### config.mk
export PLATFORM = sky130hd
export DESIGN_NAME = instr_fetch_unit
export DESIGN_NICKNAME = d
export VERILOG_FILES = /design/src/rtl/instr_fetch_unit_pkg.sv /design/src/rtl/instr_fetch_unit_pc_register.sv /design/src/rtl/instr_fetch_unit.sv
export SDC_FILE = /design/constraint.sdc
export NUM_CORES = 1
export LEC_CHECK = 0
export ABC_CLOCK_PERIOD_IN_PS = 4100
export CORE_MARGIN = 3
export CORE_UTILIZATION = 40
export CTS_CLUSTER_SIZE = 30
export DETAILED_ROUTE_END_ITERATION = 10
export HOLD_SLACK_MARGIN = 0.05
export PLACE_DENSITY = 0.76
export SYNTH_ARGS = -nofsm -noshare
export SYNTH_HDL_FRONTEND = slang
export SYNTH_SLANG_ARGS = --single-unit
### constraint.sdc
create_clock -name clk -period 4.1 [get_ports clk]
set_input_delay 0.82 -clock clk [delete_from_list [all_inputs] [get_ports clk]]
set_output_delay 0.82 -clock clk [all_outputs]
set_load 0.02 [all_outputs]
### src/rtl/instr_fetch_unit_pkg.sv
`default_nettype none
// ============================================================================
// Module  : instr_fetch_unit_pkg
// Purpose : Shared definitions for the instruction-fetch stage.
//           This file holds the fetch FSM state encoding, the default
//           datapath width, the default reset PC and the canonical NOP word.
// Ports   : none (package)
// Config  : FETCH_MISALIGN_CHECK_EN (consumed by pc_register and top)
// Rev     : 1.0  initial release
// ============================================================================
package instr_fetch_unit_pkg;

    localparam int          c_XLEN     = 32;
    localparam logic [31:0] c_RESET_PC = 32'h0000_0000;
    localparam logic [31:0] c_NOP      = 32'h0000_0013;

    typedef enum logic [1:0] {
        IDLE = 2'd0,
        WAIT = 2'd1,
        HOLD = 2'd2
    } fetch_state_t;

endpackage
`default_nettype wire

### src/rtl/instr_fetch_unit_pc_register.sv
`default_nettype none
// ============================================================================
// Module  : pc_register
// Purpose : Program counter for the fetch stage.
//           A load has priority over an increment. Redirect targets are
//           word-aligned here.
// Ports   : clk, reset          clock / async active-high reset
//           i_load, i_load_value redirect strobe and target
//           i_inc                advance PC by 4 (wraps modulo 2^XLEN)
//           o_pc                 current PC
//           o_load_target        aligned (or checked) redirect target
//           o_load_bad           redirect rejected as misaligned
// Config  : FETCH_MISALIGN_CHECK_EN
//             defined   misaligned targets are rejected (o_load_bad=1)
//             undefined low two target bits are forced to zero
// Rev     : 1.0  initial release
// ============================================================================
module pc_register
    import instr_fetch_unit_pkg::*;
#(
    parameter int              XLEN     = c_XLEN,
    parameter logic [XLEN-1:0] RESET_PC = XLEN'(c_RESET_PC)
) (
    input  logic            clk,
    input  logic            reset,
    input  logic            i_load,
    input  logic [XLEN-1:0] i_load_value,
    input  logic            i_inc,
    output logic [XLEN-1:0] o_pc,
    output logic [XLEN-1:0] o_load_target,
    output logic            o_load_bad
);

    logic [XLEN-1:0] r_pc;

`ifdef FETCH_MISALIGN_CHECK_EN
    assign o_load_bad    = i_load && (i_load_value[1:0] != 2'b00);
    assign o_load_target = i_load_value;
`else
    assign o_load_bad    = 1'b0;
    assign o_load_target = i_load_value & ~XLEN'(3);
`endif

    always_ff @(posedge clk or posedge reset) begin
        if (reset) begin
            r_pc <= RESET_PC;
        end else if (i_load && !o_load_bad) begin
            r_pc <= o_load_target;
        end else if (i_inc) begin
            r_pc <= r_pc + XLEN'(4);
        end
    end

    assign o_pc = r_pc;

endmodule
`default_nettype wire

### src/rtl/instr_fetch_unit.sv
`default_nettype none
// ============================================================================
// Module  : instr_fetch_unit
// Purpose : Instruction-fetch stage that feeds the multicycle control FSM.
//           It owns the PC and runs a req/ack cycle with instruction memory.
//           It holds the returned word for control under valid/ready.
//           It also accepts branch/jump redirects.
// Ports   : clk, reset                  clock / async active-high reset
//           fetch_req                   control asks for the next instruction
//           pc_load, pc_next            redirect strobe and target
//           imem_req, imem_addr         memory request (held until ack)
//           imem_ack, imem_rdata        memory response
//           instr, instr_pc, instr_valid held instruction to control
//           instr_ready                 control consumes the instruction
//           busy                        FSM not idle
//           fetch_fault                 sticky misaligned-redirect fault
// Config  : FETCH_MISALIGN_CHECK_EN (see pc_register); fetch_fault is
//           constant 0 when undefined
// Rev     : 1.0  initial release
// ============================================================================
module instr_fetch_unit
    import instr_fetch_unit_pkg::*;
#(
    parameter int              XLEN     = c_XLEN,
    parameter logic [XLEN-1:0] RESET_PC = XLEN'(c_RESET_PC)
) (
    input  logic            clk,
    input  logic            reset,
    input  logic            fetch_req,
    input  logic            pc_load,
    input  logic [XLEN-1:0] pc_next,
    output logic            imem_req,
    output logic [XLEN-1:0] imem_addr,
    input  logic            imem_ack,
    input  logic [31:0]     imem_rdata,
    output logic [31:0]     instr,
    output logic [XLEN-1:0] instr_pc,
    output logic            instr_valid,
    input  logic            instr_ready,
    output logic            busy,
    output logic            fetch_fault
);

    fetch_state_t    r_state;
    logic            r_imem_req;
    logic [XLEN-1:0] r_addr;
    logic [31:0]     r_instr;
    logic [XLEN-1:0] r_instr_pc;
    logic            r_instr_valid;
    logic            r_busy;
    logic            r_flush_pend;

    logic [XLEN-1:0] w_pc;
    logic [XLEN-1:0] w_load_target;
    logic            w_load_bad;
    logic            w_inc;
    logic            w_halt;

    // The PC advances only when a fetch completes and its data is kept.
    // A redirect in the same cycle, or an earlier one, wins instead.
    assign w_inc = (r_state == WAIT) && imem_ack && !r_flush_pend && !pc_load;

    pc_register #(
        .XLEN     (XLEN),
        .RESET_PC (RESET_PC)
    ) u_pc (
        .clk           (clk),
        .reset         (reset),
        .i_load        (pc_load),
        .i_load_value  (pc_next),
        .i_inc         (w_inc),
        .o_pc          (w_pc),
        .o_load_target (w_load_target),
        .o_load_bad    (w_load_bad)
    );

`ifdef FETCH_MISALIGN_CHECK_EN
    logic r_fault;

    always_ff @(posedge clk or posedge reset) begin
        if (reset) begin
            r_fault <= 1'b0;
        end else if (w_load_bad) begin
            r_fault <= 1'b1;
        end
    end

    assign fetch_fault = r_fault;
`else
    assign fetch_fault = 1'b0;
`endif

    // A fault blocks new requests. This includes a fault raised this cycle.
    assign w_halt = fetch_fault || w_load_bad;

    always_ff @(posedge clk or posedge reset) begin
        if (reset) begin
            r_state       <= IDLE;
            r_imem_req    <= 1'b0;
            r_addr        <= '0;
            r_instr       <= '0;
            r_instr_pc    <= '0;
            r_instr_valid <= 1'b0;
            r_busy        <= 1'b0;
            r_flush_pend  <= 1'b0;
        end else begin
            case (r_state)
                IDLE: begin
                    if (fetch_req && !w_halt) begin
                        r_state    <= WAIT;
                        r_imem_req <= 1'b1;
                        r_busy     <= 1'b1;
                        // A simultaneous redirect supplies the address directly.
                        r_addr     <= pc_load ? w_load_target : w_pc;
                    end
                end
                WAIT: begin
                    if (imem_ack) begin
                        r_imem_req <= 1'b0;
                        if (r_flush_pend || pc_load) begin
                            r_state      <= IDLE;
                            r_busy       <= 1'b0;
                            r_flush_pend <= 1'b0;
                        end else begin
                            r_state       <= HOLD;
                            r_instr       <= imem_rdata;
                            r_instr_pc    <= r_addr;
                            r_instr_valid <= 1'b1;
                        end
                    end else if (pc_load) begin
                        // The bus cycle cannot be aborted. Drop its data when it arrives.
                        r_flush_pend <= 1'b1;
                    end
                end
                HOLD: begin
                    if (pc_load) begin
                        r_state       <= IDLE;
                        r_instr_valid <= 1'b0;
                        r_busy        <= 1'b0;
                    end else if (instr_ready) begin
                        r_instr_valid <= 1'b0;
                        if (fetch_req && !w_halt) begin
                            r_state    <= WAIT;
                            r_imem_req <= 1'b1;
                            r_addr     <= w_pc;
                        end else begin
                            r_state <= IDLE;
                            r_busy  <= 1'b0;
                        end
                    end
                end
                default: begin
                    r_state       <= IDLE;
                    r_imem_req    <= 1'b0;
                    r_instr_valid <= 1'b0;
                    r_busy        <= 1'b0;
                    r_flush_pend  <= 1'b0;
                end
            endcase
        end
    end

    assign imem_req    = r_imem_req;
    assign imem_addr   = r_addr;
    assign instr       = r_instr;
    assign instr_pc    = r_instr_pc;
    assign instr_valid = r_instr_valid;
    assign busy        = r_busy;

endmodule
`default_nettype wire
; Word-level counts from Yosys, hierarchy flattened
; Cells that the tools add are included.
; Widths: inputs -> output; s select.
[totals]
ff_bits = 134
in_bits = 70
wordCells = 78
[op_classes]
n_addsub = 1
eq_ne = 13
mux = 35
bitwise = 3
n_reduce_logical = 17
[ops]
columns = operator, count
row1 = $mux 32, 7
row2 = $pmux 32 s2, 1
row3 = $add 32x3->32 const B, 1
row4 = $mux 1, 17
row5 = $ne 2x2->1 const B, 6
row6 = $reduce_and 3->1, 4
row7 = $mux 2, 5
row8 = $reduce_and 5->1, 2
row9 = $ne 3x3->1 const B, 3
row10 = $pmux 1 s3, 3
row11 = $pmux 2 s3, 1
row12 = $reduce_and 4->1, 1
row13 = $reduce_bool 2->1, 2
row14 = $logic_and 1x1->1, 3
row15 = $ne 3x2->1 const B, 1
row16 = $not 1->1, 3
row17 = $eq 2x1->1 const B, 1
row18 = $eq 2x2->1 const B, 1
row19 = $logic_not 1->1, 2
row20 = $logic_not 2->1, 1
row21 = $ne 2x1->1 const B, 1
row22 = $pmux 1 s2, 1
row23 = $reduce_or 2->1, 1
row24 = $logic_or 1x1->1, 1

; Depth between registers and ports, before layout
; Gate-level depths: netlist of run 1.
[logic_depth]
ltp_word = 6
depth_mapped = 8
depth_no_buf = 6

; Modules after synthesis
; A second synthesis of run 1 with hierarchy kept.
[hier_totals]
cells_unflattened = 548
hier_area_um2 = 6444.9
[modules_own_cells]
columns = module, instances, cells_per_inst, area_each_um2, seq_area_each_um2
row1 = instr_fetch_unit, 1, 314, 4372.9, 2552.4
row2 = pc_register, 1, 234, 2072.0, 750.7

; Least setup slack after synthesis of run 1
; OpenSTA, ideal clock, no wires.
[synth_timing]
path_type = input port to flip-flop
from = input imem_ack
to = register u_pc.r_pc[26] (netlist: u_pc.o_pc[26])
arrival_ns = 2.319
required_ns = 3.975
setup_slack_ns = 1.656
stages = 7
cell_sequence = nand4bb_1 buf_2 or4_4 buf_6 nor4_4 xor2_1 mux2_2
[synth_between]
elab_chain_cells = 4
[synth_rtl]
columns = element, line_no
row1 = start: declaration, instr_fetch_unit.sv:34  ; input logic imem_ack,
row2 = $logic_and 1x1->1 (3 in series), instr_fetch_unit.sv:61  ; assign w_inc = (r_state == WAIT) && imem_ack && !r_flush_pend && !pc_load;
row3 = $reduce_bool 2->1 (no line), n/a
row4 = end signal: assignment, instr_fetch_unit_pc_register.sv:48  ; r_pc <= o_load_target;
row5 = end signal: assignment, instr_fetch_unit_pc_register.sv:50  ; r_pc <= r_pc + XLEN'(4);
row6 = end: declaration, instr_fetch_unit_pc_register.sv:34  ; logic [XLEN-1:0] r_pc;
; Every way passes these cells.
; A chain may end at the register's enable or synchronous reset.

; Worst setup path after layout of run 1
[layout_timing]
from = input pc_load
to = register r_addr[30] (netlist: imem_addr[30])
[layout_between]
elab_chain_cells = 3
[layout_rtl]
columns = element, line_no
row1 = start: declaration, instr_fetch_unit.sv:30  ; input logic pc_load,
row2 = $mux 32, instr_fetch_unit.sv:114  ; r_addr <= pc_load ? w_load_target : w_pc;
row3 = $mux 32, instr_fetch_unit.sv:109  ; if (fetch_req && !w_halt) begin
row4 = $pmux 32 s2, instr_fetch_unit.sv:107  ; case (r_state)
row5 = end signal: assignment, instr_fetch_unit.sv:114
row6 = end signal: assignment, instr_fetch_unit.sv:145  ; r_addr <= w_pc;
row7 = end: declaration, instr_fetch_unit.sv:46  ; logic [XLEN-1:0] r_addr;
; Several ways; a longest one is shown, not always the timed one. The select of a mux whose other input is x is not followed.

==> flow_metrics.env, run 1 <==
export IMPL_hold_viol=0
export IMPL_number_of_setup_violations_in_the_final_report=0
export IMPL_syn_nets=580
export IMPL_fin_worst_skew_ns=0.0164
export IMPL_period_minus_slack_ns=2.75
export IMPL_drt_first_pass_iters=4
export IMPL_place_port_buffers=166
export IMPL_vdd_ir_drop_worst_mv=0.506
export IMPL_synth_seq_cells=130
export IMPL_maxSlewViolCount=0
export IMPL_cts_post_setup_buffers_inserted=0
export IMPL_initialDrtViolationCount=217
export IMPL_crit_fanout=50
export IMPL_die_area_sq_um=16000
export IMPL_worst_path_largest_cell_delay_ns=0.49
export IMPL_cts_sinks=130
export IMPL_tns_ns=0
export IMPL_cts_hold_buf=0
export IMPL_grt_overflow_total=0
export IMPL_hp_class="flop to flop"
export IMPL_mean_instance_size_in_the_synthesized_netlist_sq_um=11.4
export IMPL_gpl_final_weighted_congestion=0.797
export IMPL_arrival_ns=3.02
export IMPL_yosysWarningCount=0
export IMPL_synth_edff_count=0
export IMPL_placementRows=43
export IMPL_finalHoldWorstSlack_ns=0.501
export IMPL_synthDistinctLibCells=47
export IMPL_post_synth_instance_area_sq_um=5820
export IMPL_cap_violations=0
export IMPL_fin_cells=865
export IMPL_wire_per_inst_microns=16.5
export IMPL_actual_slew_at_the_worst_max_slew_pin_ns=0.841
export IMPL_globalRouteTotalUtil=0.184
export IMPL_crit_chain="clkdlybuf4s50_1 -> buf_4 -> clkinv_1 -> a21oi_1 -> nor3b_2 -> buf_4 -> nor2_1 -> a21oi_1"
export IMPL_pwr_density_cell_nw_per_um2=703
export IMPL_cts_repair_resizes=0
export IMPL_ctsRootBufferMaster="clkbuf_16"
export IMPL_status="finished, final reports clean"
export IMPL_drt_drc_violations_left=0
export IMPL_vias=4551
export IMPL_cts_buffers=17
export IMPL_insertedDiodeCount=0
export IMPL_timing_slew_headroom=0.434
export IMPL_tritoncts="done"
export IMPL_critPathCaptureType="flop"
export IMPL_dp_cells=833
export IMPL_dp_hpwl_microns=10300
export IMPL_ant_nets=0
export IMPL_core_area_sq_um=14000
export IMPL_max_freq_mhz=364
export IMPL_die_width_microns=127
export IMPL_dieHeight_microns=127
export IMPL_cp_slowest_cell="clkdlybuf4s50_1"
export IMPL_max_clock_path_buffers=2
export IMPL_finish_net_count=743
export IMPL_yosys_most_used_dff="dfrtp_1"
export IMPL_yosysSeqAreaShare=0.559
export IMPL_worst_setup_hold_path_clk_slew_ns=0.06
export IMPL_number_of_global_route_vias_before_repair=4737
export IMPL_cellLeakagePower_nw=3.43
export IMPL_floorplan_io_pins=170
export IMPL_clock_tree_htree_level_count=4
export IMPL_grt_max_degree=61
export IMPL_synthesis_instances=509
export IMPL_design_area_sq_um=8290
export IMPL_grt_pass1_wl_microns=23700
export IMPL_dpl_instance_area_sq_um=7690
export IMPL_asyncSetResetFlopFracSynth=1.00
export IMPL_grt_antenna_before_repair=0
export IMPL_initial_core_util=0.414
export IMPL_insertion_delay_ns=0.42
export IMPL_grt_setup_unrepaired="no"
export IMPL_fin_crit_sh=0.670
export IMPL_final_layout_size_suffix_gt1_frac=0.172
export IMPL_criticalPathCategory="primary input to flop"
export IMPL_startpoint_type="primary input"
export IMPL_synth_to_final_area_change_pct=42.4
export IMPL_critical_path_required_ns=4.38
export IMPL_drt_wl_total_microns=14300
export IMPL_via_per_inst=5.26
==> critical path: cells and delay by family <==
| kind | cells | cell delay [ns] |
|---|---|---|
| compound gates | 2 | 0.33 |
| simple gates | 2 | 0.20 |
| buf+inv | 4 | 1.63 |
==> routing by layer <==
metal / part of all wire / GRT usage / up-vias
li1: - / - / 2144
met1: 0.41 / 0.232 / 2223
met2: 0.49 / 0.295 / 168
met3: 0.086 / 0.0636 / 16
met4: 0.0086 / 0.0650 / 0
met5: 0 / 0 / -
==> cells in the mapped netlist (all sizes together), types with 2 or more instances <==
| cell | count | area, sq um |
|---|---|---|
| a21oi | 37 | 185 |
| a221o | 3 | 30.0 |
| a31oi | 2 | 12.5 |
| and3 | 5 | 31.3 |
| and4 | 3 | 26.3 |
| buf | 8 | 50.0 |
| clkbuf | 26 | 97.6 |
| dfrtp | 130 | 3250 |
| inv | 5 | 18.8 |
| mux2 | 65 | 732 |
| mux2i | 31 | 310 |
| nand2 | 37 | 139 |
| nand3 | 11 | 55.1 |
| nand4 | 14 | 87.6 |
| nor2 | 44 | 165 |
| nor2b | 2 | 12.5 |
| nor3 | 5 | 25.0 |
| nor3b | 2 | 15.0 |
| nor4 | 6 | 58.8 |
| o211ai | 4 | 30.0 |
| o21ai | 28 | 140 |
| o311ai | 4 | 35.0 |
| or3 | 3 | 18.8 |
| or4 | 2 | 18.8 |
| xnor2 | 5 | 43.8 |
| xor2 | 13 | 114 |
==> worst paths after layout <==
check | depth (start not counted) | start | slack, ns | to
worst max-delay path | 8 | pc_load | 1.35 | imem_addr[30]
worst min-delay path | 1 | instr_pc[22] | 0.50 | instr_pc[22]
worst min register to register | 1 | instr_pc[22] | 0.50 | instr_pc[22]
worst max register to register | 3 | r_state[0] | 1.75 | u_pc.o_pc[5]
min in group asynchronous | 2 | reset | 0.86 | u_pc.o_pc[31]
max in group asynchronous | 3 | reset | 2.52 | instr_pc[7]
==> through the flow <==
step | setup WS, ns | power [mW] | utilization
finish | 1.35 | 5.83 | 0.590
CTS | 1.38 | 5.91 | 0.590
global route | 1.17 | 6.15 | 0.590
global placement | 0.974 | 4.29 | 0.547
floorplan | 1.66 | 3.20 | -
detailed placement | 0.942 | 4.37 | 0.547
==> cell families after synthesis <==
group / share of synthesized area
mux: 0.179
compound gates: 0.0828
other cells: 0.000645
buf+inv: 0.0292
simple gates: 0.120
flops: 0.559
xor+xnor: 0.0271
fa+ha+maj: 0.00215
==> layout by cell type, fill, tap and decap left out, types with 3 or more instances in the layout <==
cell type / Yosys / final
nand2_1: 37 / 37
o211ai_1: 4 / 4
mux2_2: 65 / 65
inv_1: 5 / 4
clkbuf_8: 0 / 3
o311ai_0: 4 / 4
nand4_1: 14 / 14
nor4_1: 4 / 4
clkdlybuf4s50_1: 0 / 166
dfrtp_1: 130 / 130
mux2i_1: 31 / 31
and4_1: 3 / 3
xnor2_1: 5 / 5
a21oi_1: 37 / 37
xor2_1: 13 / 13
and3_1: 5 / 5
o21ai_0: 27 / 27
buf_4: 3 / 11
clkinvlp_4: 0 / 7
clkbuf_16: 0 / 17
nor2_1: 44 / 44
nor3_1: 5 / 5
a221o_1: 3 / 3
or3_1: 3 / 3
nand3_1: 11 / 11
==> area by class of cell <==
cell class	count	area (sq um)
flip-flops and latches	130	3250
fillers	1154	5760
clock inverters	12	133
clock buffers	20	467
multi-input cells	339	2420
inverters	6	26.3
repair buffers	178	1760
well taps	180	225
==> where the power goes <==
group | internal [mW] | total [mW] | leakage [nW] | switching [mW]
clock network | 0.941 | 1.50 | 0.276 | 0.558
logic | 1.17 | 2.24 | 1.63 | 1.07
registers | 1.76 | 2.09 | 1.53 | 0.326
==> registers in the layout, indices dropped and copies added (netlist names) <==
| register | cells |
|---|---|
| instr | 32 |
| imem_addr | 31 |
| instr_pc | 31 |
| u_pc.o_pc | 30 |
| r_state | 2 |
| busy | 1 |
| imem_req | 1 |
| instr_valid | 1 |
| r_flush_pend | 1 |
Note: power is estimated with default switching activity, not from simulation.
==> run 2: changes to the inputs <==
Settings changed: ABC_CLOCK_PERIOD_IN_PS 4100 to 2400.
Clock period 4.1 ns to 2.4 ns, I/O delays scaled along.
==> run 2 against run 1 <==
- wire length up 2.8%
- clock skew down 0.0019 ns
- via count up 0.92%
- utilization up 1.1 points
- combinational power up 74%
- sequential share of layout area down 0.72 points
- first-iteration DRC count up 55%
- sequential power up 71%
- non-clock buffer count up 9
- register-to-register slack worse by 1.6 ns
==> flow_metrics.env, run 2 (synthesis gave the netlist of run 1 again) <==
export IMPL_timing_slew_headroom=0.570
export IMPL_grt_overflow_total=0
export IMPL_grt_setup_unrepaired="no"
export IMPL_vdd_ir_drop_worst_mv=0.685
export IMPL_insertion_delay_ns=0.42
export IMPL_cts_buffers=17
export IMPL_critPathCaptureType="flop"
export IMPL_hold_viol=0
export IMPL_fin_cells=874
export IMPL_tritoncts="done"
export IMPL_grt_pass1_wl_microns=24500
export IMPL_final_layout_size_suffix_gt1_frac=0.182
export IMPL_drt_first_pass_iters=5
export IMPL_worst_setup_hold_path_clk_slew_ns=0.06
export IMPL_drt_wl_total_microns=14700
export IMPL_number_of_setup_violations_in_the_final_report=0
export IMPL_drt_drc_violations_left=0
export IMPL_grt_antenna_before_repair=0
export IMPL_hp_class="flop to flop"
export IMPL_fin_worst_skew_ns=0.0145
export IMPL_place_port_buffers=166
export IMPL_synth_to_final_area_change_pct=45.1
export IMPL_die_area_sq_um=16000
export IMPL_tns_ns=0
export IMPL_insertedDiodeCount=0
export IMPL_crit_fanout=5
export IMPL_startpoint_type="flop"
export IMPL_floorplan_io_pins=170
export IMPL_cellLeakagePower_nw=3.53
export IMPL_die_width_microns=127
export IMPL_dp_cells=842
export IMPL_ant_nets=0
export IMPL_via_per_inst=5.26
export IMPL_actual_slew_at_the_worst_max_slew_pin_ns=0.645
export IMPL_globalRouteTotalUtil=0.189
export IMPL_period_minus_slack_ns=2.22
export IMPL_max_freq_mhz=451
export IMPL_dpl_instance_area_sq_um=7790
export IMPL_cts_sinks=130
export IMPL_ctsRootBufferMaster="clkbuf_16"
export IMPL_design_area_sq_um=8440
export IMPL_fin_crit_sh=0.924
export IMPL_initialDrtViolationCount=337
export IMPL_finish_net_count=752
export IMPL_max_clock_path_buffers=2
export IMPL_most_common_layout_cells="clkdlybuf4s50_1 (166), dfrtp_1 (130), mux2_2 (65), nor2_1 (44)"
export IMPL_cts_hold_buf=0
export IMPL_vias=4593
export IMPL_gpl_final_weighted_congestion=0.865
export IMPL_critical_path_required_ns=2.72
export IMPL_cts_repair_resizes=0
export IMPL_pwr_density_cell_nw_per_um2=1210
export IMPL_layout_cells_most_common="clkdlybuf4s50_1"
export IMPL_initial_core_util=0.414
export IMPL_criticalPathCategory="flop to flop"
export IMPL_dp_hpwl_microns=10600
export IMPL_dieHeight_microns=127
export IMPL_grt_max_degree=79
export IMPL_core_area_sq_um=14000
export IMPL_wire_per_inst_microns=16.8
export IMPL_fillers=1103
export IMPL_placementRows=43
export IMPL_number_of_global_route_vias_before_repair=4896
export IMPL_maxSlewViolCount=0
export IMPL_cap_violations=0
export IMPL_clock_tree_htree_level_count=4
export IMPL_cts_post_setup_buffers_inserted=0
export IMPL_status="finished, final reports clean"
export IMPL_largest_reg_flops=32
export IMPL_arrival_ns=2.54
==> run 2: layer usage <==
metal / track usage / vias up / share of wire / wire length [microns]
li1: - / 2171 / - / -
met1: 0.229 / 2243 / 0.41 / 6010
met2: 0.311 / 160 / 0.50 / 7300
met3: 0.0741 / 19 / 0.078 / 1140
met4: 0.0599 / 0 / 0.015 / 218
met5: 0 / - / 0 / 0
==> run 2: path summary, 6_finish.rpt <==
path                               from       endpoint  slack (ns)  cells past startpoint
max                        u_pc.o_pc[2]  u_pc.o_pc[22]        0.18                      6
min                            instr[0]       instr[0]        0.50                      1
max reg2reg                u_pc.o_pc[2]  u_pc.o_pc[22]        0.18                      6
min reg2reg                    instr[0]       instr[0]        0.50                      1
max in group asynchronous         reset   instr_pc[19]        1.30                      3
min in group asynchronous         reset   imem_addr[2]        0.53                      3
==> run 2: worst max-delay path, cell delays in order, from the launching register on <==
cell and delay [ns]:
dfrtp_1 0.44, ha_1 0.24, nand3_1 0.13, buf_4 0.18
or3_1 0.43, or4_1 0.53, o211ai_1 0.18
==> run 2: through the flow <==
stage	utilization	setup WS, ns	hold WS (ns)	power [mW]
after global routing	0.601	0.0488	0.523	10.8
after global placement	0.555	-0.114	0.486	7.38
after floorplan	-	0.268	0.493	5.47
final	0.601	0.182	0.501	10.2
after CTS	0.601	0.188	0.504	10.4
after detailed placement	0.555	-0.161	0.492	7.52
==> run 2: power by group <==
group	switching, mW	internal (mW)
Combinational	1.86	2.03
Clock	0.920	1.87
Sequential	0.555	3.01
==> run 2: cell type report <==
| cell class | count | area [sq um] | area share |
|---|---|---|---|
| Sequential cell | 130 | 3250 | 0.385 |
| Clock buffer | 23 | 498 | 0.0590 |
| Inverter | 6 | 26.3 | 0.00311 |
| Timing Repair Buffer | 187 | 1870 | 0.221 |
| Tap cell | 180 | 225 | 0.0267 |
| Clock inverter | 9 | 150 | 0.0178 |
| Multi-Input combinational cell | 339 | 2420 | 0.286 |
==> run 3: changes to the inputs <==
Settings changed: CAP_MARGIN set to 5.
==> results of run 3 <==
No change in the layout: final DEF, timing and power equal those of run 2.
